File: src/rtl/register_bank_pkg.sv
// Shared defaults and clear-sequencer encodings for the register bank.
package register_bank_pkg;

    localparam int DEF_WORD_SIZE     = 16;
    localparam int DEF_REG_ADDR_SIZE = 3;
    localparam int DEF_REG_NUM       = 8;

    // Clear sequencer states
    typedef enum logic [1:0] {
        CLR_IDLE  = 2'd0,
        CLR_SWEEP = 2'd1,
        CLR_DONE  = 2'd2
    } clr_state_t;

endpackage

File: src/rtl/register_bank_if.sv
// Request/response bundle between the core pipeline (master) and the bank (slave).
interface register_bank_if
    import register_bank_pkg::*;
#(
    parameter int WORD_SIZE     = DEF_WORD_SIZE,
    parameter int REG_ADDR_SIZE = DEF_REG_ADDR_SIZE
) ();

    logic                     get_enable;
    logic [REG_ADDR_SIZE-1:0] num1;
    logic [REG_ADDR_SIZE-1:0] num2;
    logic [WORD_SIZE-1:0]     out1;
    logic [WORD_SIZE-1:0]     out2;
    logic                     busy1;
    logic                     busy2;
    logic                     out_valid;
    logic                     set_enable;
    logic [REG_ADDR_SIZE-1:0] set_num;
    logic [WORD_SIZE-1:0]     set_val;
    logic                     reserve_enable;
    logic [REG_ADDR_SIZE-1:0] reserve_num;
    logic                     clear_start;
    logic                     clear_busy;
    logic                     clear_done;

    modport master (
        output get_enable, num1, num2, set_enable, set_num, set_val,
               reserve_enable, reserve_num, clear_start,
        input  out1, out2, busy1, busy2, out_valid, clear_busy, clear_done
    );

    modport slave (
        input  get_enable, num1, num2, set_enable, set_num, set_val,
               reserve_enable, reserve_num, clear_start,
        output out1, out2, busy1, busy2, out_valid, clear_busy, clear_done
    );

endinterface

File: src/rtl/register_scoreboard.sv
// Pending-write scoreboard: one bit per register, set on reserve, cleared on
// writeback or sweep, with registered lookups that see the same-cycle updates.
module register_scoreboard
    import register_bank_pkg::*;
#(
    parameter int REG_ADDR_SIZE = DEF_REG_ADDR_SIZE,
    parameter int REG_NUM       = DEF_REG_NUM
) (
    input  logic                     clock,
    input  logic                     reset,
    input  logic                     clr_en,
    input  logic [REG_ADDR_SIZE-1:0] clr_num,
    input  logic                     set_en,
    input  logic [REG_ADDR_SIZE-1:0] set_num,
    input  logic                     sweep_en,
    input  logic [REG_ADDR_SIZE-1:0] sweep_idx,
    input  logic                     lookup_en,
    input  logic [REG_ADDR_SIZE-1:0] num1,
    input  logic [REG_ADDR_SIZE-1:0] num2,
    output logic                     busy1,
    output logic                     busy2
);

    logic [REG_NUM-1:0] pending;
    logic [REG_NUM-1:0] pending_next;

    // Next pending vector; a reserve is applied last so a new producer wins
    always_comb begin
        pending_next = pending;
        if (sweep_en) pending_next[sweep_idx] = 1'b0;
        if (clr_en)   pending_next[clr_num]   = 1'b0;
        if (set_en)   pending_next[set_num]   = 1'b1;
    end

    // Pending state and lookup registers
    always_ff @(posedge clock or posedge reset) begin
        if (reset) begin
            pending <= '0;
            busy1   <= 1'b0;
            busy2   <= 1'b0;
        end else begin
            pending <= pending_next;
            if (lookup_en) begin
                busy1 <= pending_next[num1];
                busy2 <= pending_next[num2];
            end
        end
    end

endmodule

File: src/rtl/register_bank.sv
// General-purpose register bank with write-first bypass, optional hardwired
// zero register, pending-write scoreboard and a multi-cycle clear sweep.
module register_bank
    import register_bank_pkg::*;
#(
    parameter int WORD_SIZE     = DEF_WORD_SIZE,
    parameter int REG_ADDR_SIZE = DEF_REG_ADDR_SIZE,
    parameter int REG_NUM       = DEF_REG_NUM,
    parameter int ZERO_REG      = 0
) (
    input  logic            clock,
    input  logic            reset,
    register_bank_if.slave  bus
);

    localparam logic [REG_ADDR_SIZE-1:0] LAST_IDX = REG_ADDR_SIZE'(REG_NUM - 1);

    logic [WORD_SIZE-1:0]     regs [REG_NUM];
    clr_state_t               clr_state;
    logic [REG_ADDR_SIZE-1:0] idx;
    logic                     idle;
    logic                     sweeping;
    logic                     get_ok;
    logic                     set_ok;
    logic                     reserve_ok;

    // Requests are only honoured while the sequencer is idle; register 0
    // swallows writes and reserves when it is hardwired to zero.
    assign idle       = (clr_state == CLR_IDLE);
    assign sweeping   = (clr_state == CLR_SWEEP);
    assign get_ok     = idle && bus.get_enable;
    assign set_ok     = idle && bus.set_enable &&
                        !(ZERO_REG != 0 && bus.set_num == '0);
    assign reserve_ok = idle && bus.reserve_enable &&
                        !(ZERO_REG != 0 && bus.reserve_num == '0);

    function automatic logic [WORD_SIZE-1:0] read_port(input logic [REG_ADDR_SIZE-1:0] num);
        if (ZERO_REG != 0 && num == '0)
            return '0;
        if (set_ok && bus.set_num == num)
            return bus.set_val;
        return regs[num];
    endfunction

    // Data array: sweep zeroing takes priority, otherwise writeback
    always_ff @(posedge clock or posedge reset) begin
        if (reset) begin
            for (int i = 0; i < REG_NUM; i++) regs[i] <= '0;
        end else if (sweeping) begin
            regs[idx] <= '0;
        end else if (set_ok) begin
            regs[bus.set_num] <= bus.set_val;
        end
    end

    // Read data registers with write-first bypass
    always_ff @(posedge clock or posedge reset) begin
        if (reset) begin
            bus.out1      <= '0;
            bus.out2      <= '0;
            bus.out_valid <= 1'b0;
        end else begin
            bus.out_valid <= get_ok;
            if (get_ok) begin
                bus.out1 <= read_port(bus.num1);
                bus.out2 <= read_port(bus.num2);
            end
        end
    end

    // Clear sequencer: IDLE -> SWEEP (one register per cycle) -> DONE -> IDLE
    always_ff @(posedge clock or posedge reset) begin
        if (reset) begin
            clr_state      <= CLR_IDLE;
            idx            <= '0;
            bus.clear_busy <= 1'b0;
            bus.clear_done <= 1'b0;
        end else begin
            case (clr_state)
                CLR_IDLE: begin
                    bus.clear_done <= 1'b0;
                    if (bus.clear_start) begin
                        clr_state      <= CLR_SWEEP;
                        idx            <= '0;
                        bus.clear_busy <= 1'b1;
                    end
                end
                CLR_SWEEP: begin
                    if (idx == LAST_IDX) begin
                        clr_state      <= CLR_DONE;
                        bus.clear_busy <= 1'b0;
                        bus.clear_done <= 1'b1;
                    end else begin
                        idx <= idx + 1'b1;
                    end
                end
                CLR_DONE: begin
                    clr_state      <= CLR_IDLE;
                    bus.clear_done <= 1'b0;
                end
                default: begin
                    clr_state      <= CLR_IDLE;
                    bus.clear_busy <= 1'b0;
                    bus.clear_done <= 1'b0;
                end
            endcase
        end
    end

    register_scoreboard #(
        .REG_ADDR_SIZE (REG_ADDR_SIZE),
        .REG_NUM       (REG_NUM)
    ) u_scoreboard (
        .clock     (clock),
        .reset     (reset),
        .clr_en    (set_ok),
        .clr_num   (bus.set_num),
        .set_en    (reserve_ok),
        .set_num   (bus.reserve_num),
        .sweep_en  (sweeping),
        .sweep_idx (idx),
        .lookup_en (get_ok),
        .num1      (bus.num1),
        .num2      (bus.num2),
        .busy1     (bus.busy1),
        .busy2     (bus.busy2)
    );

endmodule
File: src/flat_wrapper.sv
// flat-port wrapper written by rule: the top's interface ports become plain ports
module register_bank_flat import register_bank_pkg::*;
#(
    parameter int WORD_SIZE     = DEF_WORD_SIZE,
    parameter int REG_ADDR_SIZE = DEF_REG_ADDR_SIZE,
    parameter int REG_NUM       = DEF_REG_NUM,
    parameter int ZERO_REG      = 0
)
  (clock, reset, bus_get_enable, bus_num1, bus_num2, bus_set_enable, bus_set_num, bus_set_val, bus_reserve_enable, bus_reserve_num, bus_clear_start, bus_out1, bus_out2, bus_busy1, bus_busy2, bus_out_valid, bus_clear_busy, bus_clear_done);
  register_bank_if #(.WORD_SIZE(WORD_SIZE), .REG_ADDR_SIZE(REG_ADDR_SIZE)) bus_i ();
  input  logic clock;
  input  logic reset;
  input wire logic [$bits(bus_i.get_enable)-1:0] bus_get_enable;
  input wire logic [$bits(bus_i.num1)-1:0] bus_num1;
  input wire logic [$bits(bus_i.num2)-1:0] bus_num2;
  input wire logic [$bits(bus_i.set_enable)-1:0] bus_set_enable;
  input wire logic [$bits(bus_i.set_num)-1:0] bus_set_num;
  input wire logic [$bits(bus_i.set_val)-1:0] bus_set_val;
  input wire logic [$bits(bus_i.reserve_enable)-1:0] bus_reserve_enable;
  input wire logic [$bits(bus_i.reserve_num)-1:0] bus_reserve_num;
  input wire logic [$bits(bus_i.clear_start)-1:0] bus_clear_start;
  output wire logic [$bits(bus_i.out1)-1:0] bus_out1;
  output wire logic [$bits(bus_i.out2)-1:0] bus_out2;
  output wire logic [$bits(bus_i.busy1)-1:0] bus_busy1;
  output wire logic [$bits(bus_i.busy2)-1:0] bus_busy2;
  output wire logic [$bits(bus_i.out_valid)-1:0] bus_out_valid;
  output wire logic [$bits(bus_i.clear_busy)-1:0] bus_clear_busy;
  output wire logic [$bits(bus_i.clear_done)-1:0] bus_clear_done;
  assign bus_i.get_enable = bus_get_enable;
  assign bus_i.num1 = bus_num1;
  assign bus_i.num2 = bus_num2;
  assign bus_i.set_enable = bus_set_enable;
  assign bus_i.set_num = bus_set_num;
  assign bus_i.set_val = bus_set_val;
  assign bus_i.reserve_enable = bus_reserve_enable;
  assign bus_i.reserve_num = bus_reserve_num;
  assign bus_i.clear_start = bus_clear_start;
  assign bus_out1 = bus_i.out1;
  assign bus_out2 = bus_i.out2;
  assign bus_busy1 = bus_i.busy1;
  assign bus_busy2 = bus_i.busy2;
  assign bus_out_valid = bus_i.out_valid;
  assign bus_clear_busy = bus_i.clear_busy;
  assign bus_clear_done = bus_i.clear_done;
  register_bank #(.WORD_SIZE(WORD_SIZE), .REG_ADDR_SIZE(REG_ADDR_SIZE), .REG_NUM(REG_NUM), .ZERO_REG(ZERO_REG)) u_core (.clock(clock), .reset(reset), .bus(bus_i));
endmodule
File: config.mk
export PLATFORM = sky130hd
export DESIGN_NAME = register_bank_flat
export DESIGN_NICKNAME = d
export VERILOG_FILES = /design/src/rtl/register_bank_pkg.sv /design/src/rtl/register_bank_if.sv /design/src/rtl/register_scoreboard.sv /design/src/rtl/register_bank.sv /design/src/flat_wrapper.sv
export SDC_FILE = /design/constraint.sdc
export NUM_CORES = 1
export LEC_CHECK = 0
export ABC_AREA = 1
export BUFFER_PORTS_ARGS = -buffer_cell sky130_fd_sc_hd__buf_4
export CORE_MARGIN = 4
export CORE_UTILIZATION = 35
export CTS_BUF_LIST = sky130_fd_sc_hd__clkbuf_8
export CTS_CLUSTER_DIAMETER = 80
export DETAILED_ROUTE_END_ITERATION = 8
export RECOVER_POWER = 50
export SLEW_MARGIN = 20
export SYNTH_ARGS = -nofsm -noshare
export SYNTH_HDL_FRONTEND = slang
export SYNTH_SLANG_ARGS = --single-unit
File: constraint.sdc
create_clock -name clock -period 8.05 [get_ports clock]
set_input_delay 1.2075 -clock clock [delete_from_list [all_inputs] [get_ports clock]]
set_output_delay 1.2075 -clock clock [all_outputs]
set_load 0.01 [all_outputs]
==> impl_metrics.json, run 1 <==
{
  "synth_compound_area_share_pct": 29.89,
  "synth_top_cell_area_share_pct": 44.80,
  "synth_ff_type": "dfrtp_1",
  "routed_via_density": 5.792,
  "synth_top_family_by_area": "compound AO/OA/AOI/OAI gates",
  "leakage_nw": 4.893,
  "cp.required_ps": 8460,
  "num_antenna_cells": 0,
  "netlist_area_um2": 9943,
  "gp_congestion": 0.8875,
  "hold_slack_ps": 492.6,
  "fmax_mhz": 217.8,
  "r2r-start": "u_core.clr_state[1]$_DFFE_PP0P_",
  "yosys.area_share.simple_pct": 17.15,
  "vias": 9893,
  "critical_path_class": "flip-flop to flip-flop",
  "rows": 61,
  "cts_resized": 0,
  "die_w_um": 176.6,
  "rsz0062_at_grt": "false",
  "max_stage_delay_ps": 1910,
  "place_inst": 1676,
  "core_um2": 27930,
  "finalPower_mw": 3.371,
  "cp_num_buf_inv": 2,
  "crit_family": "simple AND/OR/NAND/NOR gates",
  "relSlewSlack_pct": -205.4,
  "hpwl_um": 21750,
  "crit_path_max_fanout": 59,
  "cts_tree": "built",
  "areaGrowthSynthToFinish_pct": 8.783,
  "cp_data_arrival_time_ps": 5000,
  "synth_area_leader_cell": "dfrtp_1",
  "cts_hold_buf": 0,
  "die-area_um2": 31170,
  "tightest_slew_ps": 4556,
  "syn_nets": 1362,
  "port_buffers": 70,
  "setup_viol": 0,
  "clockBufferDepth": 2,
  "cellPowerDensity_nw_per_um2": 311.7,
  "io_pins": 71,
  "dpl_cell_area_um2": 10550,
  "clock-sinks": 178,
  "start_util_pct": 35.60,
  "cts_root_buf": "clkbuf_8",
  "synthTopCellsByCount": "o21ai_0 (269), nand2_1 (185), dfrtp_1 (178)",
  "path_cells": "clkinv_1, nand2_1, clkbuf_1, nor2_1, nand2_2, nand3_1, nand3_1, nand3_1, nand3_1, nand3_1, nand2_1",
  "wl_um": 34690,
  "ir_drop_uv": 149.1,
  "drtIter0Drc": 1243,
  "crit_path_end_kind": "flip-flop",
  "grt_pass1_vias": 9350,
  "grt_start_max_net_pins": 99,
  "synth-seq-cells": 178,
  "holdPathEnd": "u_core.bus.out2[12]$_DFFE_PP0P_",
  "die_h_um": 176.6,
  "clock_skew_ps": 16.23,
  "grt_pass1_wl_um": 54650,
  "synth-edff-count": 0,
  "post-cts-setup-buffers": 0,
  "cts_htree_levels": 4,
  "drt-wirelength-per-cell_um": 20.31,
  "fin_crit_sh_pct": 57.04,
  "ys_seq_area_share_pct": 44.80,
  "syn_inst": 1326,
  "tns_ps": 0,
  "fillers": 2992,
  "insertion_delay_ps": 470,
  "cp_common_cell": "nand3_1",
  "yosys.cell_types.count": 27,
  "finalHoldViolations": 0,
  "fin_nets": 1354,
  "holdPathStages": 2,
  "drc_errors": 0,
  "startpoint_type": "flip-flop",
  "finalCriticalPeriod_ps": 4591,
  "hold_class": "flip-flop to flip-flop",
  "timing.rr.end": "u_core.u_scoreboard.busy2$_DFFE_PP0P_",
  "synth_xor_area_share_pct": 0.1762,
  "drv_slew": 159,
  "track_usage_pct": 22.15,
  "synth_fa_ha_area_share_pct": 0.2517,
  "use_met1_pct": 31.55,
  "antenna_found_initial": 0,
  "grt_remaining_overflow": 0,
  "busiest_layer": "met2",
  "synth_warnings": 0,
  "drive_gt1_share_pct": 6.541,
  "async_reset_ff_share_pct": 100.0,
  "postRouteAntennaNets": 0,
  "met3_usage_pct": 4.433,
  "synthTopCellsByArea": "dfrtp_1 (45%), o21ai_0 (14%), a21oi_1 (7.7%)",
  "status": "finished with violations",
  "use_met2_pct": 33.99,
  "first_pass_iters": 6,
  "cpMaxStageDelayCell": "clkbuf_1",
  "postLayoutCellArea_um2": 10820,
  "synthMuxAreaShare_pct": 0,
  "syn_avg_cell_area_um2": 7.499,
  "cts_inserted_buffers": 17,
  "maxCapViolCount": 2,
  "fin_cells": 1708,
  "post-synth-top-count-cell": "o21ai_0",
  "reg2reg_depth": 11,
  "violations": "max-capacitance violations, max-slew violations",
  "hold_path_startpoint": "u_core.bus.out2[12]$_DFFE_PP0P_",
  "rrSetupSlack_ps": 3460,
  "path_clk_slew_ps": 100
}
-- cells in the final DEF (no fill, tap or decap), types with 6 or more instances in the layout --
cell      instances
a31oi_1          21
dfrtp_1         178
o21ai_0         270
clkbuf_8         17
nor2_1           77
o211ai_1         22
nand2_1         187
inv_1            77
a21oi_1         152
inv_2             6
clkbuf_1         38
o22ai_1          16
nand3_1         119
buf_4            36
o21ai_1          44
a22oi_1          30
-- report_power, final --
group	internal (mW)	switching, mW	total (mW)
Sequential	1.19	0.185	1.38
Clock	0.311	0.353	0.665
Combinational	0.422	0.907	1.33
Total	1.93	1.44	3.37
-- routing by layer --
layer / routed length, µm / vias up / share of wire (%)
met1: 15320 / 4722 / 44
li1: - / 4590 / -
met4: 772 / 0 / 2.2
met3: 3223 / 52 / 9.3
met2: 15370 / 529 / 44
met5: 0 / - / 0
-- stage by stage --
stage	setup WS [ps]	utilization (%)
2_1_floorplan	2012	-
3_3_place_gp	3970	37.76
3_5_place_dp	3921	37.76
4_1_cts	4409	39.24
5_1_grt	3121	38.72
6_report	3459	38.72
-- cells by family after synthesis --
| group | Yosys count |
|---|---|
| xor gates and xnor gates | 2 |
| and+or+nand+nor | 396 |
| DFF | 178 |
| AOI/OAI and AO/OA | 557 |
| adders and majority gates | 2 |
| buffers and inverters | 191 |
-- area by class of cell --
cell class	count	area, µm²	share of cell area, %
clock inverter	14	178.9	1.654
tap	378	473.0	4.372
multi-input combinational	957	4697	43.42
sequential	178	4454	41.18
clock buffer	17	234.0	2.163
inverter	87	327.8	3.031
timing repair buffer	77	451.7	4.176
-- worst max path at each step --
stage / from / endpoint / cells after the start
CTS: bus_set_enable / u_core.u_scoreboard.busy2$_DFFE_PP0P_ / 10
global placement: bus_set_enable / u_core.u_scoreboard.busy2$_DFFE_PP0P_ / 10
floorplan: reset / u_core.bus.clear_busy$_DFFE_PP0P_ / 1
finish: u_core.clr_state[1]$_DFFE_PP0P_ / u_core.u_scoreboard.busy2$_DFFE_PP0P_ / 11
global route: reset / u_core.regs[110]$_DFFE_PP0P_ / 3
detailed placement: bus_set_enable / u_core.u_scoreboard.busy2$_DFFE_PP0P_ / 10
-- sequential cells by signal, summed over array words and instances (netlist names) --
name and cells:
u_core.bus.clear_busy 1, u_core.bus.clear_done 1, u_core.idx 3, u_core.bus.out_valid 1
u_core.clr_state 2, u_core.regs 128, u_core.u_scoreboard.busy1 1, u_core.bus.out2 16
u_core.u_scoreboard.busy2 1, u_core.u_scoreboard.pending 8, u_core.bus.out1 16
-- worst reg2reg max path: stages, from the launching register on --
cell and delay, ps:
dfrtp_1 410, clkinv_1 100, nand2_1 410, clkbuf_1 1910, nor2_1 370, nand2_2 570, nand3_1 220, nand3_1 150
nand3_1 80, nand3_1 110, nand3_1 90, nand2_1 120
No activity file was read; power rests on OpenSTA's default activity.
==> run 2: changes to the inputs <==
Clock period 8.05 ns to 4.8 ns, I/O delays scaled along.
==> run 2 against run 1 <==
Effect of this change: the flow still finishes with violations (max-capacitance violations, max-slew violations); total power increased by 70%; utilization increased by 0.46 points; clock-buffer cell count grew 4; worst setup slack lost 1700 ps; worst hold slack worse by 290 ps; sequential power increased by 68%; non-clock buffer count increased by 6; critical endpoint is now u_core.regs[91]$_DFFE_PP0P_.
==> impl_metrics.json, run 2 (synthesis gave the netlist of run 1 again) <==
{
  "status": "finished with violations",
  "violations": "max-capacitance violations, max-slew violations",
  "gp_congestion": 0.8886,
  "finalPower_mw": 5.732,
  "first_pass_iters": 6,
  "grt_start_max_net_pins": 97,
  "routed_via_density": 5.835,
  "largest_register_ffs": 128,
  "die-area_um2": 31170,
  "cts_htree_levels": 4,
  "cts_tree": "built",
  "drive_gt1_share_pct": 9.125,
  "hpwl_um": 22410,
  "hold_class": "primary input to async pin",
  "cp.required_ps": 4850,
  "vias": 10010,
  "drv_slew": 173,
  "ir_drop_uv": 203.4,
  "cellPowerDensity_nw_per_um2": 523.6,
  "post-cts-setup-buffers": 0,
  "wl_um": 35800,
  "grt_pass1_vias": 9335,
  "final_cell_mix": "o21ai_0 (269), nand2_1 (185), dfrtp_1 (178)",
  "io_pins": 71,
  "crit_path_end_kind": "async pin",
  "cts_resized": 0,
  "final_common_cell": "o21ai_0",
  "rsz0062_at_grt": "false",
  "maxCapViolCount": 3,
  "antenna_found_initial": 0,
  "path_cells": "clkbuf_4, clkinvlp_2, clkbuf_2",
  "path_clk_slew_ps": 110,
  "crit_family": "buffers and inverters",
  "clockBufferDepth": 2,
  "critical_path_class": "primary input to async pin",
  "cts_root_buf": "clkbuf_8",
  "tightest_slew_ps": 2545,
  "startpoint_type": "primary input",
  "fillers": 2963,
  "cts_inserted_buffers": 17,
  "seqPwrFrac_pct": 40.5,
  "cp_data_arrival_time_ps": 3060,
  "cts_hold_buf": 0,
  "num_antenna_cells": 0,
  "postRouteAntennaNets": 0,
  "start_util_pct": 35.60,
  "cpMaxStageDelayCell": "clkbuf_2",
  "die_w_um": 176.6,
  "max_stage_delay_ps": 1830,
  "finalHoldViolations": 0,
  "power_switching_mw": 2.458,
  "tns_ps": 0,
  "fmax_mhz": 332.4,
  "port_buffers": 70,
  "die_h_um": 176.6,
  "clkPwrFrac_pct": 19.3,
  "drtIter0Drc": 1263,
  "clock-sinks": 178,
  "crit_path_max_fanout": 96,
  "core_um2": 27930,
  "p_int_mw": 3.273,
  "grt_remaining_overflow": 0,
  "finalCriticalPeriod_ps": 3009,
  "pwr-share-comb_pct": 40.2,
  "drt-wirelength-per-cell_um": 20.88,
  "leakage_nw": 4.995,
  "cp_num_buf_inv": 3,
  "fin_crit_sh_pct": 62.68,
  "setup_viol": 0,
  "top_regs": "u_core.regs (128), u_core.bus.out1 (16), u_core.bus.out2 (16)",
  "rows": 61,
  "fin_nets": 1360,
  "regMostFlops": "u_core.regs",
  "insertion_delay_ps": 490,
  "areaGrowthSynthToFinish_pct": 10.08,
  "clock_skew_ps": 16.48,
  "grt_pass1_wl_um": 55700,
  "relSlewSlack_pct": -69.68,
  "track_usage_pct": 22.73,
  "p_sw_share_pct": 42.89,
  "drc_errors": 0
}
[run 2: cell count changes in the layout (fill, tap and decap cells not counted), sizes merged]
| cell | change |
|---|---|
| clkbuf | -14 |
| bufinv | -1 |
| inv | -1 |
| buf | +24 |
| clkinvlp | +1 |
| clkinv | -2 |
[run 2: path summary, 6_finish.rpt]
| path | cells past startpoint | startpoint | to | slack (ps) |
|---|---|---|---|---|
| worst max-delay path | 3 | reset | u_core.regs[91]$_DFFE_PP0P_ | 1790 |
| worst min-delay path | 2 | reset | u_core.regs[93]$_DFFE_PP0P_ | 200 |
| worst max register to register | 6 | u_core.clr_state[1]$_DFFE_PP0P_ | u_core.regs[38]$_DFFE_PP0P_ | 2010 |
| worst min register to register | 2 | u_core.bus.clear_busy$_DFFE_PP0P_ | u_core.bus.clear_busy$_DFFE_PP0P_ | 480 |
| max in group clock | 6 | u_core.clr_state[1]$_DFFE_PP0P_ | u_core.regs[38]$_DFFE_PP0P_ | 2010 |
| min in group clock | 2 | u_core.bus.clear_busy$_DFFE_PP0P_ | u_core.bus.clear_busy$_DFFE_PP0P_ | 480 |
[run 2: routing by layer]
layer / GRT usage, % / vias up / share of wire, %
li1: - / 4598 / -
met1: 32.62 / 4836 / 44
met2: 35.25 / 508 / 45
met3: 3.597 / 65 / 8.3
met4: 7.382 / 0 / 2.3
met5: 0 / - / 0
[run 2: final cells by class]
type | instances | area (µm²) | area share [%]
tap | 378 | 473.0 | 4.321
inverter | 87 | 327.8 | 2.995
timing repair buffer | 83 | 549.3 | 5.018
clock inverter | 11 | 127.6 | 1.166
sequential | 178 | 4454 | 40.69
multi-input combinational | 957 | 4725 | 43.16
clock buffer | 21 | 289.0 | 2.641
[run 2: metrics by stage]
step / setup WS (ps) / area [µm²] / utilization [%] / hold slack (ps) / std cells
2_1_floorplan: 1799 / 9947 / - / 489.1 / 1326
3_3_place_gp: 1667 / 10610 / 37.96 / 475.6 / 1682
3_5_place_dp: 1609 / 10610 / 37.96 / 459.8 / 1682
4_1_cts: 2064 / 11020 / 39.46 / 466.5 / 1714
5_1_grt: 1295 / 10950 / 39.18 / 229.0 / 1715
6_report: 1791 / 10950 / 39.18 / 202.6 / 1715
[run 2: power groups by stage]
stage	Combinational, mW	Clock (mW)	Sequential, mW
5_1_grt	2.58	1.18	2.38
3_5_place_dp	2.33	0	2.34
6_report	2.30	1.10	2.32
3_3_place_gp	2.29	0	2.33
2_1_floorplan	1.50	0	2.32
4_1_cts	2.34	1.12	2.31
==> run 3: changes to the inputs <==
Clock period 4.8 ns to 3.1 ns, I/O delays scaled along.
==> run 3 against run 2 <==
Effect of this change: the flow still finishes with violations (max-capacitance violations, max-slew violations); sequential power grew 56%; total power grew 54%; worst setup slack lost 1100 ps; combinational power grew 55%; sequential cell count is the same; largest power group unchanged; final area grew 1.3%; register-to-register slack lost 1300 ps.
==> impl_metrics.json, run 3 (synthesis gave the netlist of run 1 again) <==
{
  "finalHoldViolations": 0,
  "areaGrowthSynthToFinish_pct": 11.46,
  "fin_nets": 1382,
  "core_um2": 27930,
  "drc_errors": 0,
  "regMostFlops": "u_core.regs",
  "insertion_delay_ps": 480,
  "rrSetupSlack_ps": 740,
  "grt_remaining_overflow": 0,
  "start_util_pct": 35.60,
  "place_inst": 1705,
  "vias": 9936,
  "relSlewSlack_pct": -22.04,
  "clock-sinks": 178,
  "drive_gt1_share_pct": 10.30,
  "num_antenna_cells": 0,
  "cp.required_ps": 3490,
  "first_pass_iters": 6,
  "wl_um": 34800,
  "post-cts-setup-buffers": 0,
  "cts_resized": 0,
  "drv_slew": 35,
  "cts_tree": "built",
  "antenna_found_initial": 0,
  "status": "finished with violations",
  "ir_drop_uv": 340.7,
  "crit_family": "buffers and inverters",
  "cts_hold_buf": 0,
  "fin_cells": 1737,
  "timing.final.ws_setup_ps": 738.8,
  "clock_skew_ps": 16.17,
  "rows": 61,
  "clockBufferDepth": 2,
  "cpMaxStageDelayCell": "clkbuf_2",
  "final_cell_mix": "o21ai_0 (269), nand2_1 (186), dfrtp_1 (178)",
  "cellPowerDensity_nw_per_um2": 798.7,
  "hpwl_um": 23480,
  "die_w_um": 176.6,
  "maxCapViolCount": 1,
  "die-area_um2": 31170,
  "fmax_mhz": 423.5,
  "path_cells": "clkbuf_4, clkinvlp_2, clkbuf_2",
  "cts_root_buf": "clkbuf_8",
  "fin_crit_sh_pct": 76.17,
  "final_common_cell": "o21ai_0",
  "crit_path_end_kind": "async pin",
  "cp_num_buf_inv": 3,
  "path_clk_slew_ps": 100,
  "top_regs": "u_core.regs (128), u_core.bus.out1 (16), u_core.bus.out2 (16)",
  "cts_inserted_buffers": 17,
  "startpoint_type": "primary input",
  "grt_pass1_vias": 9363,
  "leakage_nw": 5.087,
  "setup_viol": 0,
  "grt_start_max_net_pins": 72,
  "postRouteAntennaNets": 0,
  "rsz0062_at_grt": "false",
  "tns_ps": 0,
  "drtIter0Drc": 1202,
  "critical_path_class": "primary input to async pin",
  "cp_data_arrival_time_ps": 2750,
  "cts_htree_levels": 4,
  "gp_congestion": 0.8763,
  "drt-wirelength-per-cell_um": 20.03,
  "io_pins": 71,
  "tightest_slew_ps": 1821,
  "track_usage_pct": 22.41,
  "routed_via_density": 5.720,
  "crit_path_max_fanout": 51,
  "pre_cts_ws_ps": 783.5,
  "hold_class": "primary input to flip-flop",
  "grt_pass1_wl_um": 55570,
  "port_buffers": 70,
  "violations": "max-capacitance violations, max-slew violations",
  "finalCriticalPeriod_ps": 2361,
  "die_h_um": 176.6,
  "largest_register_ffs": 128,
  "max_stage_delay_ps": 1100
}
run 3: cell types whose count changed in the layout (fill, tap and decap cells not counted), sizes merged:
cell,previous run,this run
buf,62,83
inv,87,91
clkbuf,42,40
clkinvlp,3,4
clkinv,6,4
run 3: where the power goes:
group | internal [mW] | switching [mW] | total, mW
registers | 3.10 | 0.525 | 3.62
clock network | 0.747 | 0.923 | 1.67
logic | 1.22 | 2.34 | 3.56
run 3: per-stage QoR:
step | utilization (%) | power [mW] | hold slack [ps] | area, µm²
CTS | 40.10 | 8.913 | 197.6 | 11200
global placement | 38.67 | 7.175 | 478.1 | 10800
floorplan | - | 5.926 | 489.1 | 9947
global route | 39.68 | 9.526 | 252.6 | 11080
detailed placement | 38.67 | 7.253 | 479.9 | 10800
finish | 39.68 | 8.852 | 268.2 | 11080
run 3: path summary, 6_finish.rpt:
path | start | endpoint | cells after the start
setup / recovery | reset | u_core.regs[63]$_DFFE_PP0P_ | 3
hold / removal | bus_set_val[6] | u_core.bus.out1[6]$_DFFE_PP0P_ | 3
setup reg to reg | u_core.clr_state[1]$_DFFE_PP0P_ | u_core.bus.out2[5]$_DFFE_PP0P_ | 8
hold reg to reg | u_core.bus.out2[7]$_DFFE_PP0P_ | u_core.bus.out2[7]$_DFFE_PP0P_ | 2
max in group clock | u_core.clr_state[1]$_DFFE_PP0P_ | u_core.bus.out2[5]$_DFFE_PP0P_ | 8
min in group asynchronous | reset | u_core.u_scoreboard.pending[0]$_DFF_PP0_ | 2
run 3: metal layers:
metal	share of wire (%)	up-vias	GRT usage (%)
li1	-	4644	-
met1	46	4767	33.80
met2	44	480	33.04
met3	8.5	45	3.983
met4	1.4	0	6.254
met5	0	-	0
run 3: area by class of cell:
class	instances	area, µm²
Multi-Input combinational cell	957	4717
Timing Repair Buffer	105	711.9
Sequential cell	178	4454
Inverter	87	327.8
Clock buffer	18	247.7
Clock inverter	14	151.4
Fill cell	2928	16850
Tap cell	378	473.0
run 3: tightest hold or removal path, cell delays in order:
cell and delay (ps):
buf_4 120, nand2_1 50, a31oi_1 70
